File: src/rtl/uart_mon_pkg.sv
// uart_mon_pkg - shared types and constants for the uart_rx_monitor slice.
`default_nettype none

package uart_mon_pkg;

  localparam int UART_DATA_BITS       = 8;
  localparam int DEFAULT_CLKS_PER_BIT = 868;

  typedef enum logic [2:0] {
    IDLE   = 3'd0,
    START  = 3'd1,
    DATA   = 3'd2,
    PARITY = 3'd3,
    STOP   = 3'd4
  } state_e;

endpackage

`default_nettype wire

File: src/rtl/uart_mon_fifo.sv
// uart_mon_fifo - synchronous show-ahead FIFO; head word is visible on head_data whenever !empty.
`default_nettype none

module uart_mon_fifo #(
  parameter int DEPTH = 16,
  parameter int WIDTH = 8
) (
  input  logic                     clock,
  input  logic                     reset,
  input  logic                     push,
  input  logic [WIDTH-1:0]         push_data,
  input  logic                     pop,
  output logic [WIDTH-1:0]         head_data,
  output logic [$clog2(DEPTH):0]   count,
  output logic                     full,
  output logic                     empty
);

  localparam int PW = $clog2(DEPTH);
  localparam int CW = PW + 1;

  logic [WIDTH-1:0] mem_q [DEPTH];
  logic [WIDTH-1:0] mem_d [DEPTH];
  logic [PW-1:0]    wr_ptr_q, wr_ptr_d;
  logic [PW-1:0]    rd_ptr_q, rd_ptr_d;
  logic [CW-1:0]    count_q, count_d;
  logic             do_push, do_pop;

  assign empty     = (count_q == '0);
  assign full      = (count_q == CW'(DEPTH));
  assign count     = count_q;
  assign head_data = mem_q[rd_ptr_q];

  always_comb begin
    // A pop frees the slot this cycle, so a push into a full FIFO still lands.
    do_pop   = pop && !empty;
    do_push  = push && (!full || do_pop);
    mem_d    = mem_q;
    wr_ptr_d = wr_ptr_q;
    rd_ptr_d = rd_ptr_q;
    count_d  = count_q;
    if (do_push) begin
      mem_d[wr_ptr_q] = push_data;
      wr_ptr_d        = wr_ptr_q + PW'(1);
    end
    if (do_pop) begin
      rd_ptr_d = rd_ptr_q + PW'(1);
    end
    case ({do_push, do_pop})
      2'b10:   count_d = count_q + CW'(1);
      2'b01:   count_d = count_q - CW'(1);
      default: count_d = count_q;
    endcase
  end

  always_ff @(posedge clock) begin
    mem_q <= mem_d;
  end

  always_ff @(posedge clock) begin
    if (!reset) begin
      wr_ptr_q <= '0;
      rd_ptr_q <= '0;
      count_q  <= '0;
    end else begin
      wr_ptr_q <= wr_ptr_d;
      rd_ptr_q <= rd_ptr_d;
      count_q  <= count_d;
    end
  end

endmodule

`default_nettype wire

File: src/rtl/uart_rx_monitor.sv
// uart_rx_monitor - cycle-exact UART 8N1 receiver feeding a byte FIFO with a valid/ready output.
// Define UART_RX_PARITY_EN to receive 8E1 (even parity) frames instead.
`default_nettype none

module uart_rx_monitor
  import uart_mon_pkg::*;
#(
  parameter int CLKS_PER_BIT = DEFAULT_CLKS_PER_BIT,
  parameter int FIFO_DEPTH   = 16
) (
  input  logic                          clock,
  input  logic                          reset,
  input  logic                          rxd,
  output logic                          out_valid,
  input  logic                          out_ready,
  output logic [UART_DATA_BITS-1:0]     out_data,
  output logic                          frame_err,
  output logic                          overflow,
  output logic [$clog2(FIFO_DEPTH):0]   fifo_count,
  output logic                          busy
);

  localparam int CNT_W = $clog2(CLKS_PER_BIT);
  localparam int BIT_W = $clog2(UART_DATA_BITS);
  localparam logic [CNT_W-1:0] HALF_CNT = CNT_W'(CLKS_PER_BIT / 2 - 1);
  localparam logic [CNT_W-1:0] LAST_CNT = CNT_W'(CLKS_PER_BIT - 1);
  localparam logic [BIT_W-1:0] LAST_BIT = BIT_W'(UART_DATA_BITS - 1);

  state_e                    state_q, state_d;
  logic                      meta_q, meta_d;
  logic                      rx_s_q, rx_s_d;
  logic                      rx_q, rx_d;
  logic [CNT_W-1:0]          cnt_q, cnt_d;
  logic [BIT_W-1:0]          bit_idx_q, bit_idx_d;
  logic [UART_DATA_BITS-1:0] shift_q, shift_d;
  logic                      par_err_q, par_err_d;
  logic                      frame_err_q, frame_err_d;
  logic                      overflow_q, overflow_d;
  logic                      push;
  logic                      pop;
  logic                      fifo_full;
  logic                      fifo_empty;

  always_comb begin
    meta_d = rxd;
    rx_s_d = meta_q;
    rx_d   = rx_s_q;
  end

  always_comb begin
    state_d     = state_q;
    cnt_d       = cnt_q + CNT_W'(1);
    bit_idx_d   = bit_idx_q;
    shift_d     = shift_q;
    par_err_d   = par_err_q;
    frame_err_d = 1'b0;
    push        = 1'b0;
    case (state_q)
      IDLE: begin
        // Requiring rx_q high means a line held low after a bad frame cannot restart.
        cnt_d = '0;
        if (rx_q && !rx_s_q) begin
          state_d   = START;
          par_err_d = 1'b0;
        end
      end
      START: begin
        if (cnt_q == HALF_CNT) begin
          cnt_d     = '0;
          bit_idx_d = '0;
          state_d   = rx_s_q ? IDLE : DATA;
        end
      end
      DATA: begin
        if (cnt_q == LAST_CNT) begin
          cnt_d     = '0;
          shift_d   = {rx_s_q, shift_q[UART_DATA_BITS-1:1]};
          bit_idx_d = bit_idx_q + BIT_W'(1);
          if (bit_idx_q == LAST_BIT) begin
`ifdef UART_RX_PARITY_EN
            state_d = PARITY;
`else
            state_d = STOP;
`endif
          end
        end
      end
`ifdef UART_RX_PARITY_EN
      PARITY: begin
        if (cnt_q == LAST_CNT) begin
          cnt_d     = '0;
          par_err_d = ^{shift_q, rx_s_q};
          state_d   = STOP;
        end
      end
`endif
      STOP: begin
        if (cnt_q == LAST_CNT) begin
          cnt_d   = '0;
          state_d = IDLE;
          if (rx_s_q && !par_err_q) begin
            push = 1'b1;
          end else begin
            frame_err_d = 1'b1;
          end
        end
      end
      default: begin
        cnt_d   = '0;
        state_d = IDLE;
      end
    endcase
  end

  assign pop        = out_valid && out_ready;
  assign overflow_d = overflow_q || (push && fifo_full && !pop);

  always_ff @(posedge clock) begin
    if (!reset) begin
      state_q     <= IDLE;
      meta_q      <= 1'b1;
      rx_s_q      <= 1'b1;
      rx_q        <= 1'b1;
      cnt_q       <= '0;
      bit_idx_q   <= '0;
      shift_q     <= '0;
      par_err_q   <= 1'b0;
      frame_err_q <= 1'b0;
      overflow_q  <= 1'b0;
    end else begin
      state_q     <= state_d;
      meta_q      <= meta_d;
      rx_s_q      <= rx_s_d;
      rx_q        <= rx_d;
      cnt_q       <= cnt_d;
      bit_idx_q   <= bit_idx_d;
      shift_q     <= shift_d;
      par_err_q   <= par_err_d;
      frame_err_q <= frame_err_d;
      overflow_q  <= overflow_d;
    end
  end

  uart_mon_fifo #(
    .DEPTH (FIFO_DEPTH),
    .WIDTH (UART_DATA_BITS)
  ) u_fifo (
    .clock     (clock),
    .reset     (reset),
    .push      (push),
    .push_data (shift_q),
    .pop       (pop),
    .head_data (out_data),
    .count     (fifo_count),
    .full      (fifo_full),
    .empty     (fifo_empty)
  );

  assign out_valid = !fifo_empty;
  assign frame_err = frame_err_q;
  assign overflow  = overflow_q;
  assign busy      = (state_q != IDLE);

endmodule

`default_nettype wire

File: config.mk
export PLATFORM = sky130hd
export DESIGN_NAME = uart_rx_monitor
export DESIGN_NICKNAME = d
export VERILOG_FILES = /design/src/rtl/uart_mon_pkg.sv /design/src/rtl/uart_mon_fifo.sv /design/src/rtl/uart_rx_monitor.sv
export SDC_FILE = /design/constraint.sdc
export NUM_CORES = 1
export LEC_CHECK = 0
export ABC_CLOCK_PERIOD_IN_PS = 4400
export CORE_MARGIN = 1
export CORE_UTILIZATION = 35
export CTS_CLUSTER_SIZE = 16
export DETAILED_ROUTE_END_ITERATION = 10
export GPL_TIMING_DRIVEN = 0
export SETUP_SLACK_MARGIN = 0.15
export SLEW_MARGIN = 40
export SYNTH_ARGS = -nofsm -noshare
export SYNTH_HDL_FRONTEND = slang
export SYNTH_SLANG_ARGS = --single-unit
File: constraint.sdc
create_clock -name clock -period 4.4 [get_ports clock]
set_clock_uncertainty 0.05 [all_clocks]
set_input_delay 0.88 -clock clock [delete_from_list [all_inputs] [get_ports clock]]
set_output_delay 0.88 -clock clock [all_outputs]
set_load 0.02 [all_outputs]
# Yosys cells after proc, flatten, opt, wreduce, memory -nomap -nowiden

Cells that the tools add are included.

Register bits: 170
Bits of input ports: 4
Output and inout port bits: 17
Word-level logic and storage cells: 100

$add $sub $neg: 6
$lt $le $gt $ge: 3
Eq/ne operators: 14
Mux-type cells: 24
Bitwise gates (word level): 2
Reductions and logical operators: 23

Operator list:

| operator                                                  | number |
|---|---|
| bitwise mux 128 bit                                       | 1 |
| binary-select mux 8 bit (select 4 bit)                    | 1 |
| demux 8 bit (select 4 bit)                                | 1 |
| 2-to-1 mux 8 bit                                          | 3 |
| 2-to-1 mux 3 bit                                          | 7 |
| 2-to-1 mux 10 bit                                         | 2 |
| case mux 10 bit (2 select lines)                          | 1 |
| case mux 3 bit (4 select lines)                           | 1 |
| adder 10 x 1 -> 10 bit (second input constant)            | 1 |
| equality test 10 bit (second input constant)              | 1 |
| equality test 10 x 9 -> 1 bit (second input constant)     | 1 |
| greater-or-equal comparator 5 bit (second input constant) | 2 |
| inequality test 2 bit (second input constant)             | 5 |
| NOT 4 -> 5 bit                                            | 2 |
| case mux 5 bit (2 select lines)                           | 1 |
| adder 4 x 1 -> 4 bit (second input constant)              | 2 |
| logical AND 1 bit                                         | 7 |
| equality test 3 bit (second input constant)               | 2 |
| case mux 3 bit (2 select lines)                           | 1 |
| AND reduction 3 bit                                       | 2 |
| adder 5 x 1 -> 5 bit (second input constant)              | 1 |
| equality test 5 bit (second input constant)               | 1 |
| logical NOT 5 bit                                         | 1 |
| < comparator 5 x 1 -> 1 bit (second input constant)       | 1 |
| 16 further kinds                                          | 24 |

# Logic depth before layout (Yosys ltp)

Gate-level depths: netlist (run 1).

Word-level depth: 8
Depth in mapped cells: 11
Mapped depth without buffers: 10

# Modules after synthesis

Synthesis (run 1) repeated with hierarchy kept, for this count alone.

Cell total of the unflattened synthesis: 476
Area, all modules: 7194.4 um^2

By module, submodules not included:

| module          | instances | cells an instance | area an instance (um^2) | sequential area each (um^2) |
|---|---|---|---|---|
| uart_mon_fifo   | 1         | 325               | 5771.8                  | 4103.9 |
| uart_rx_monitor | 1         | 151               | 1422.6                  | 580.6 |

# Worst setup path after synthesis (run 1)

OpenSTA, ideal clock, no wires.

Path kind: register -> output
Start: register u_fifo.rd_ptr_q[0]
End: output out_data[0]
Arrival time: 1.772 ns
Required time: 3.470 ns
Slack: 1.698 ns
Cell stages (with the launch flop): 5
Path buffers: 2
Cell sequence: dfxtp_1 -> buf_2 -> buf_4 -> mux4_2 -> mux4_2

Longest elaborated chain between the ends: 4

RTL lines:

| item                                                | line                  | source |
|---|---|---|
| from (decl)                                         | uart_mon_fifo.sv:25   | `logic [PW-1:0] rd_ptr_q, rd_ptr_d;` |
| from (signal assigned)                              | uart_mon_fifo.sv:67   | `rd_ptr_q <= rd_ptr_d;` |
| NOT 4 -> 5 bit (not written as such)                | uart_mon_fifo.sv:32   | `assign head_data = mem_q[rd_ptr_q];` |
| binary-select mux 8 bit (select 4 bit)              | uart_mon_fifo.sv:32   |  |
| 2-to-1 mux 8 bit (not written as such) (2 in a row) | uart_mon_fifo.sv:32   |  |
| to (decl)                                           | uart_rx_monitor.sv:16 | `output logic [UART_DATA_BITS-1:0] out_data,` |

No other way between the ends. The select of a mux whose other input is x is not followed.

# Worst setup path in the final report (run 1)

Start: register u_fifo.rd_ptr_q[1]
End: output out_data[3]

Same word-level chain as after synthesis.

==> results by group, run 1 <==
Status
  – Status: complete, no violations

Worst setup path
  – Endpoint of the lowest-slack register-to-register path: u_fifo.mem_q[52]
  – Critical path fanouts, max: 10
  – Type of element launching the critical path: register
  – Worst path required time: 3.47 ns
  – Reg2Reg Depth: 8
  – Worst reg2reg path startpoint: cnt_q[0]
  – Arrival time at the worst endpoint: 3.16 ns
  – Worst-case register-to-register setup slack: 1.64 ns
  – Crit path capture type: output pin
  – Startpoint of the worst setup timing path: u_fifo.rd_ptr_q[1]
  – Critical path start-end classification: reg -> out

Clocking
  – Quantity of gates resized following cts: 0
  – Num CTS Buffers: 17
  – CTS H-Tree Depth: 4
  – Longest Clk Path Bufs: 2
  – Clock tree from TritonCTS: yes
  – Number of sinks on the clock net: 170
  – Setup Buffers After CTS: 0
  – Total of hold buffers inserted after clock tree synthesis: 0
  – Latest clock arrival within the worst-skew pair: 0.42 ns
  – CTS root buffer: sky130_fd_sc_hd__clkbuf_16
  – CTS clk-pin slew, worst paths: 0.06 ns

Timing
  – Number of pins exceeding their max-slew limit in the final report: 0
  – Final count of negative-setup-slack endpoints: 0
  – Final setup TNS: 0 ns
  – Final worst path period share: 92.90%
  – Post-route worst setup slack: 0.3123 ns
  – Unrepaired setup endpoints after global routing: false
  – Hold violation total from the final report: 0
  – Relative slew slack: 48.04%
  – Slew at the pin closest to its max-slew limit: 0.7765 ns
  – Max Clock Freq: 244.6 MHz
  – Period minus WS final: 4.088 ns

Die
  – Standard cell core area: 19400 um2
  – Initial Utilization: 35.66%
  – Vertical die dimension: 142.6 um
  – Number of cell rows: 51
  – Floorplan die width: 142.6 um
  – Number of top-level pins: 21
  – Area of the die: 20330 um2

Route
  – Number of violations reported at the end of detailed-routing iteration 0: 210
  – Via-per-instance ratio: 4.926
  – Residual antenna-violating net count after detailed routing: 0
  – DR vias: 3611
  – Total wirelength of the detailed-routed design: 13490 um
  – TritonRoute pass-1 iters: 4
  – DRC Markers: 0
  – Average wire per cell in the routed design: 18.40 um

GRT
  – Antenna violations before repair: 0
  – Via count of the first global-routing pass: 3588
  – Combined global-route utilization of all metal layers: 14.62%
  – Total global routing overflow: 0
  – Largest net degree at the start of global routing: 19
  – Global-route wire length before repair: 21130 um

Job
  – Max-Cap Viols: 0

Yosys
  – Syn Inst Count: 414
  – Predominant post-synthesis flop cell: sky130_fd_sc_hd__edfxtp_1
  – Fraction of synthesis flops using an asynchronous set or reset pin: 0%
  – Synth Area per Inst: 16.71 um2
  – Post-synthesis register bit count: 170
  – Number of warnings printed during yosys synthesis: 0
  – Number of different library cells in the post-synthesis netlist: 49
  – Number of synthesized flops with an enable pin: 128
  – Combined area of all synthesized cells: 6917 um2
  – Syn_nets: 431
  – Proportion of synthesized chip area in sequential cells: 67.73%

Power
  – Reported leakage power: 2.583 nW
  – Power density normalized to cell area: 383.4 nW/um2
  – Worst ir drop on vdd: 276.4 uV

Final layout
  – Utilization after layout: 41.47%
  – Layout cells sized above 1: 21.37%
  – Antenna fix cells: 0
  – Number of nets in the finished design: 473
  – Area growth from synthesis to layout: 16.32%
  – Design area: 8045 um2

Placed design
  – Post-detailed-placement cell area: 7490 um2
  – Number of buffers added on ports: 19
  – Final RePlAce weighted congestion: 0.8130
  – Setup Slack @ Placement: 0.6881 ns
  – Final HPWL from detailed placement: 9009 um

Min path
  – Hold Path Class: reg -> reg
  – Hold Crit Depth: 1
  – Start point of the worst hold path: meta_q
  – Hold EP: rx_d
## sequential cells by signal (all words and copies together), names as in the netlist
name and count:
u_fifo.wr_ptr_q 4, state_q 3, u_fifo.rd_ptr_q 4, shift_q 8
u_fifo.count 5, u_fifo.mem_q 128, bit_idx_q 3, overflow 1
meta_q 1, rx_q 1, rx_d 1, cnt_q 10
frame_err 1
## layout make-up
cell class                 count  area, um2
clock inverter                10      98.84
sequential                   170       4684
tap                          265      331.6
clock buffer                  21      440.4
fill                        1775      11350
buffer                        20      115.1
timing repair buffer          23      220.2
inverter                       6      22.52
multi-input combinational    218       2132
## critical path, cell delays in order, from the launching register on
cell and delay (ns):
sky130_fd_sc_hd__dfxtp_1 0.33, sky130_fd_sc_hd__clkbuf_1 0.33, sky130_fd_sc_hd__buf_1 0.58, sky130_fd_sc_hd__mux4_2 0.46, sky130_fd_sc_hd__mux4_2 0.48, sky130_fd_sc_hd__clkdlybuf4s50_1 0.55
## worst max-delay path by stage
stage	end	slack, ns	cells past startpoint
after floorplan	out_data[0]	1.70	4
after global placement	u_fifo.mem_q[120]	0.53	6
after detailed placement	out_data[0]	0.69	5
after CTS	out_data[0]	0.22	5
after global routing	out_data[3]	0.19	5
final	out_data[3]	0.31	5
## cells by family after synthesis
logic type               synth area share (%)
buffers and inverters                   1.954
AND/OR/NAND/NOR                         8.683
adder cells (fa/ha/maj)                 2.460
flip-flops                              67.73
AO/OA/AOI/OAI                           2.352
multiplexers                            14.80
XOR/XNOR                                2.026
## routing by layer
metal / share of wire, % / track usage, % / vias up
met5: 0 / 0 / -
met4: 1.2 / 5.263 / 0
met3: 5.0 / 3.802 / 14
met2: 51 / 23.86 / 73
met1: 43 / 18.77 / 1840
li1: - / - / 1684
## through the flow
stage               total power, mW  hold slack [ns]  std cells
floorplan                     1.750           0.3363        414
global placement              1.757           0.3446        698
detailed placement            1.758           0.3503        702
CTS                           3.115           0.3591        733
global route                  3.182           0.3763        733
finish                        3.085           0.3537        733
## power by group
| part | switching, mW | total, mW | leakage, nW | internal [mW] |
|---|---|---|---|---|
| logic | 0.0133 | 0.0203 | 0.798 | 0.00699 |
| registers | 0.000980 | 1.70 | 1.52 | 1.70 |
| clock network | 0.584 | 1.36 | 0.260 | 0.777 |
| total | 0.599 | 3.08 | 2.58 | 2.49 |
## placed cells by master (no fill, tap or decap), types with 9 or more instances in the layout
cell,netlist,layout
sky130_fd_sc_hd__clkdlybuf4s50_1,0,19
sky130_fd_sc_hd__nand2_1,16,16
sky130_fd_sc_hd__nor2_1,44,38
sky130_fd_sc_hd__mux2i_1,10,10
sky130_fd_sc_hd__mux4_2,40,40
sky130_fd_sc_hd__edfxtp_1,128,128
sky130_fd_sc_hd__nand3_1,9,9
sky130_fd_sc_hd__clkbuf_1,6,9
sky130_fd_sc_hd__clkbuf_16,0,17
sky130_fd_sc_hd__dfxtp_1,42,42
sky130_fd_sc_hd__ha_1,12,12
## cell usage after synthesis, types with 3 or more instances
cell type,n,area share [%]
sky130_fd_sc_hd__buf_4,3,0.33
sky130_fd_sc_hd__xor2_1,8,1.0
sky130_fd_sc_hd__mux4_2,40,13
sky130_fd_sc_hd__o21ai_0,5,0.36
sky130_fd_sc_hd__nand4_1,3,0.27
sky130_fd_sc_hd__dfxtp_1,42,12
sky130_fd_sc_hd__buf_1,5,0.27
sky130_fd_sc_hd__nor4_1,3,0.27
sky130_fd_sc_hd__nor2_1,44,2.4
sky130_fd_sc_hd__xnor2_1,8,1.0
sky130_fd_sc_hd__mux2i_1,10,1.4
sky130_fd_sc_hd__ha_1,12,2.2
sky130_fd_sc_hd__buf_2,3,0.22
sky130_fd_sc_hd__nand2b_1,8,0.72
sky130_fd_sc_hd__clkbuf_1,6,0.33
sky130_fd_sc_hd__buf_6,3,0.49
sky130_fd_sc_hd__inv_1,6,0.33
sky130_fd_sc_hd__nand2_1,16,0.87
sky130_fd_sc_hd__nor3_1,10,0.72
sky130_fd_sc_hd__and4_1,3,0.38
sky130_fd_sc_hd__edfxtp_1,128,56
sky130_fd_sc_hd__a21oi_1,8,0.58
sky130_fd_sc_hd__nand3_1,9,0.65
No activity file was read; power rests on OpenSTA's default activity.
==> run 2: changes to the inputs <==
ABC_CLOCK_PERIOD_IN_PS = 3800   (was 4400)
HOLD_SLACK_MARGIN = 0.05   (was unset)
clock period = 3.8 ns   (was 4.4 ns; I/O delays follow)
==> results by group, run 2 (same netlist as run 1, synthesis figures left out) <==
Clocking
  – Setup Buffers After CTS: 0 (unchanged)
  – Num CTS Buffers: 17 (unchanged)
  – Longest Clk Path Bufs: 2 (unchanged)
  – CTS H-Tree Depth: 4 (unchanged)
  – Number of sinks on the clock net: 170 (unchanged)
  – CTS clk-pin slew, worst paths: 0.06 ns (about the same)
  – CTS root buffer: sky130_fd_sc_hd__clkbuf_16
  – Clock tree from TritonCTS: yes
  – Latest clock arrival within the worst-skew pair: 0.42 ns (about the same)

Timing
  – Max Clock Freq: 298.2 MHz
  – Final count of negative-setup-slack endpoints: 0 (unchanged)
  – Hold slack: 0.3544 ns (+0.0006730 ns)
  – Period minus WS final: 3.354 ns
  – Unrepaired setup endpoints after global routing: false
  – Number of pins exceeding their max-slew limit in the final report: 0 (unchanged)
  – Hold violation total from the final report: 0 (unchanged)
  – Slew at the pin closest to its max-slew limit: 0.7892 ns (+0.01266 ns)
  – Post-route worst setup slack: 0.4463 ns (+0.1340 ns)
  – Relative slew slack: 47.20% (-0.85 points)
  – Final worst path period share: 88.26%
  – Final setup TNS: 0 ns (unchanged)

Min path
  – Hold EP: rx_d
  – Hold Crit Depth: 1 (unchanged)
  – Start point of the worst hold path: meta_q
  – Hold Path Class: reg -> reg

GRT
  – Antenna violations before repair: 0 (unchanged)
  – Total global routing overflow: 0 (unchanged)
  – Largest net degree at the start of global routing: 19 (unchanged)
  – Via count of the first global-routing pass: 3588 (unchanged)
  – Combined global-route utilization of all metal layers: 14.64% (+0.015 points)
  – Global-route wire length before repair: 21150 um (about the same)

Route
  – Number of violations reported at the end of detailed-routing iteration 0: 204 (-2.9%)
  – Total wirelength of the detailed-routed design: 13530 um (+0.32%)
  – Via-per-instance ratio: 4.930 (about the same)
  – DRC Markers: 0 (unchanged)
  – Average wire per cell in the routed design: 18.46 um (+0.32%)
  – Residual antenna-violating net count after detailed routing: 0 (unchanged)
  – DR vias: 3614 (+0.083%)
  – TritonRoute pass-1 iters: 4 (unchanged)

Worst setup path
  – Critical path fanouts, max: 10 (unchanged)
  – Worst-case register-to-register setup slack: 1.04 ns (-0.60 ns)
  – Worst path required time: 2.99 ns (-0.48 ns)
  – Endpoint of the lowest-slack register-to-register path: u_fifo.mem_q[25]
  – Type of element launching the critical path: register
  – Critical path start-end classification: reg -> out
  – Cell Chain, Critical Path: buf_4 -> buf_6 -> mux4_2 -> mux4_2 -> dlygate4sd2_1
  – Peak per-stage delay on the critical path: 0.56 ns (-0.02 ns)
  – Critical Path Slowest Stage Cell: sky130_fd_sc_hd__mux4_2
  – Reg2Reg Depth: 8 (unchanged)
  – Crit path capture type: output pin
  – Arrival time at the worst endpoint: 2.54 ns (-0.62 ns)
  – Cell type with the highest occurrence count on the critical path: sky130_fd_sc_hd__mux4_2
  – Worst reg2reg path startpoint: cnt_q[0]

Final layout
  – Antenna fix cells: 0 (unchanged)
  – Most common cell after layout, fill and taps aside: sky130_fd_sc_hd__edfxtp_1
  – Utilization after layout: 41.66% (+0.19 points)
  – Number of flip-flops in the largest register: 128 (unchanged)
  – Layout cells sized above 1: 22.01% (+0.64 points)
  – Most frequent cells in the layout: sky130_fd_sc_hd__edfxtp_1 (128), sky130_fd_sc_hd__dfxtp_1 (42), sky130_fd_sc_hd__mux4_2 (40)
  – Design area: 8082 um2 (+0.45%)
  – Post-route insts no fill: 733 (unchanged)
  – Biggest regs: u_fifo.mem_q x128, cnt_q x10, shift_q x8
  – Number of nets in the finished design: 473 (unchanged)
  – Area growth from synthesis to layout: 16.84%
  – Register with the highest flop count: u_fifo.mem_q

Power
  – Worst ir drop on vdd: 319.7 uV (+16%)
  – Fraction of power spent switching nets: 19.42% (about the same)
  – Part of the total power dissipated in sequential elements: 55.2% (about the same)
  – Internal power of the cells: 2.879 mW (+16%)
  – Reported leakage power: 2.663 nW (+3.1%)
  – PnR Total Power: 3.572 mW (+16%)
  – Clock share of power: 44.1% (about the same)
  – Net switching power figure: 0.6935 mW (+16%)
  – Combinational Power Share: 0.7% (about the same)
  – Power density normalized to cell area: 442.0 nW/um2 (+15%)

Die
  – Standard cell core area: 19400 um2 (unchanged)
  – Area of the die: 20330 um2 (unchanged)
  – Number of cell rows: 51 (unchanged)
  – Vertical die dimension: 142.6 um (unchanged)
  – Floorplan die width: 142.6 um (unchanged)
  – Initial Utilization: 35.66% (unchanged)
  – Number of top-level pins: 21 (unchanged)

Placed design
  – Final RePlAce weighted congestion: 0.8130 (unchanged)
  – Post-detailed-placement cell area: 7490 um2 (unchanged)
  – Final HPWL from detailed placement: 9009 um (unchanged)
  – Number of buffers added on ports: 19 (unchanged)
  – Cell count after placement: 702 (unchanged)
  – Setup Slack @ Placement: 0.2081 ns (-0.4800 ns)

Job
  – Max-Cap Viols: 0 (unchanged)

Status
  – Status: complete, no violations
[run 2: how the worst max path moves through the flow]
| stage | startpoint | end | slack (ns) | cells after the start |
|---|---|---|---|---|
| after floorplan | u_fifo.rd_ptr_q[0] | out_data[0] | 1.22 | 4 |
| after global placement | out_ready | u_fifo.mem_q[120] | 0.05 | 6 |
| after detailed placement | u_fifo.rd_ptr_q[1] | out_data[0] | 0.21 | 5 |
| after CTS | u_fifo.rd_ptr_q[0] | out_data[0] | 0.17 | 5 |
| after global routing | u_fifo.rd_ptr_q[0] | out_data[6] | 0.33 | 5 |
| final | u_fifo.rd_ptr_q[0] | out_data[6] | 0.45 | 5 |
[run 2: cell type report]
| class | instances | area, um2 |
|---|---|---|
| plain buffers | 20 | 135.1 |
| clock buffers | 21 | 440.4 |
| clock inverters | 10 | 98.84 |
| fillers | 1777 | 11320 |
| inverters | 6 | 22.52 |
| multi-input cells | 218 | 2132 |
| flip-flops and latches | 170 | 4684 |
| well taps | 265 | 331.6 |
| repair buffers | 23 | 236.5 |
[run 2: power groups by stage]
stage / clock, mW / combinational, mW / sequential [mW]
global route: 1.69 / 0.0260 / 1.97
finish: 1.58 / 0.0235 / 1.97
global placement: 0 / 0.0226 / 2.01
floorplan: 0 / 0.0146 / 2.01
detailed placement: 0 / 0.0233 / 2.01
CTS: 1.61 / 0.0234 / 1.97
[run 2: worst max-delay path: cells and delay by family, from the launching register on]
family                 cells  cell delay [ns]
buffers and inverters      3             0.73
DFF                        1             0.33
muxes                      2             1.06
[run 2: what timing repair did]
| action | in CTS | in global routing |
|---|---|---|
| gates resized for setup | 10 | 7 |
| hold buffers | 0 | 0 |
| endpoints found under the setup margin | 8 | 7 |
| pin swaps | 0 | 0 |
| endpoints found under the hold margin | 0 | 0 |
[run 2: per-layer routing]
layer,wire length [um],up-vias,share of wire (%),global-route usage (%)
met3,765,14,5.7,3.903
met4,166,0,1.2,5.263
met2,6848,65,51,23.86
met1,5751,1850,42,18.75
met5,0,-,0,0
li1,-,1685,-,-
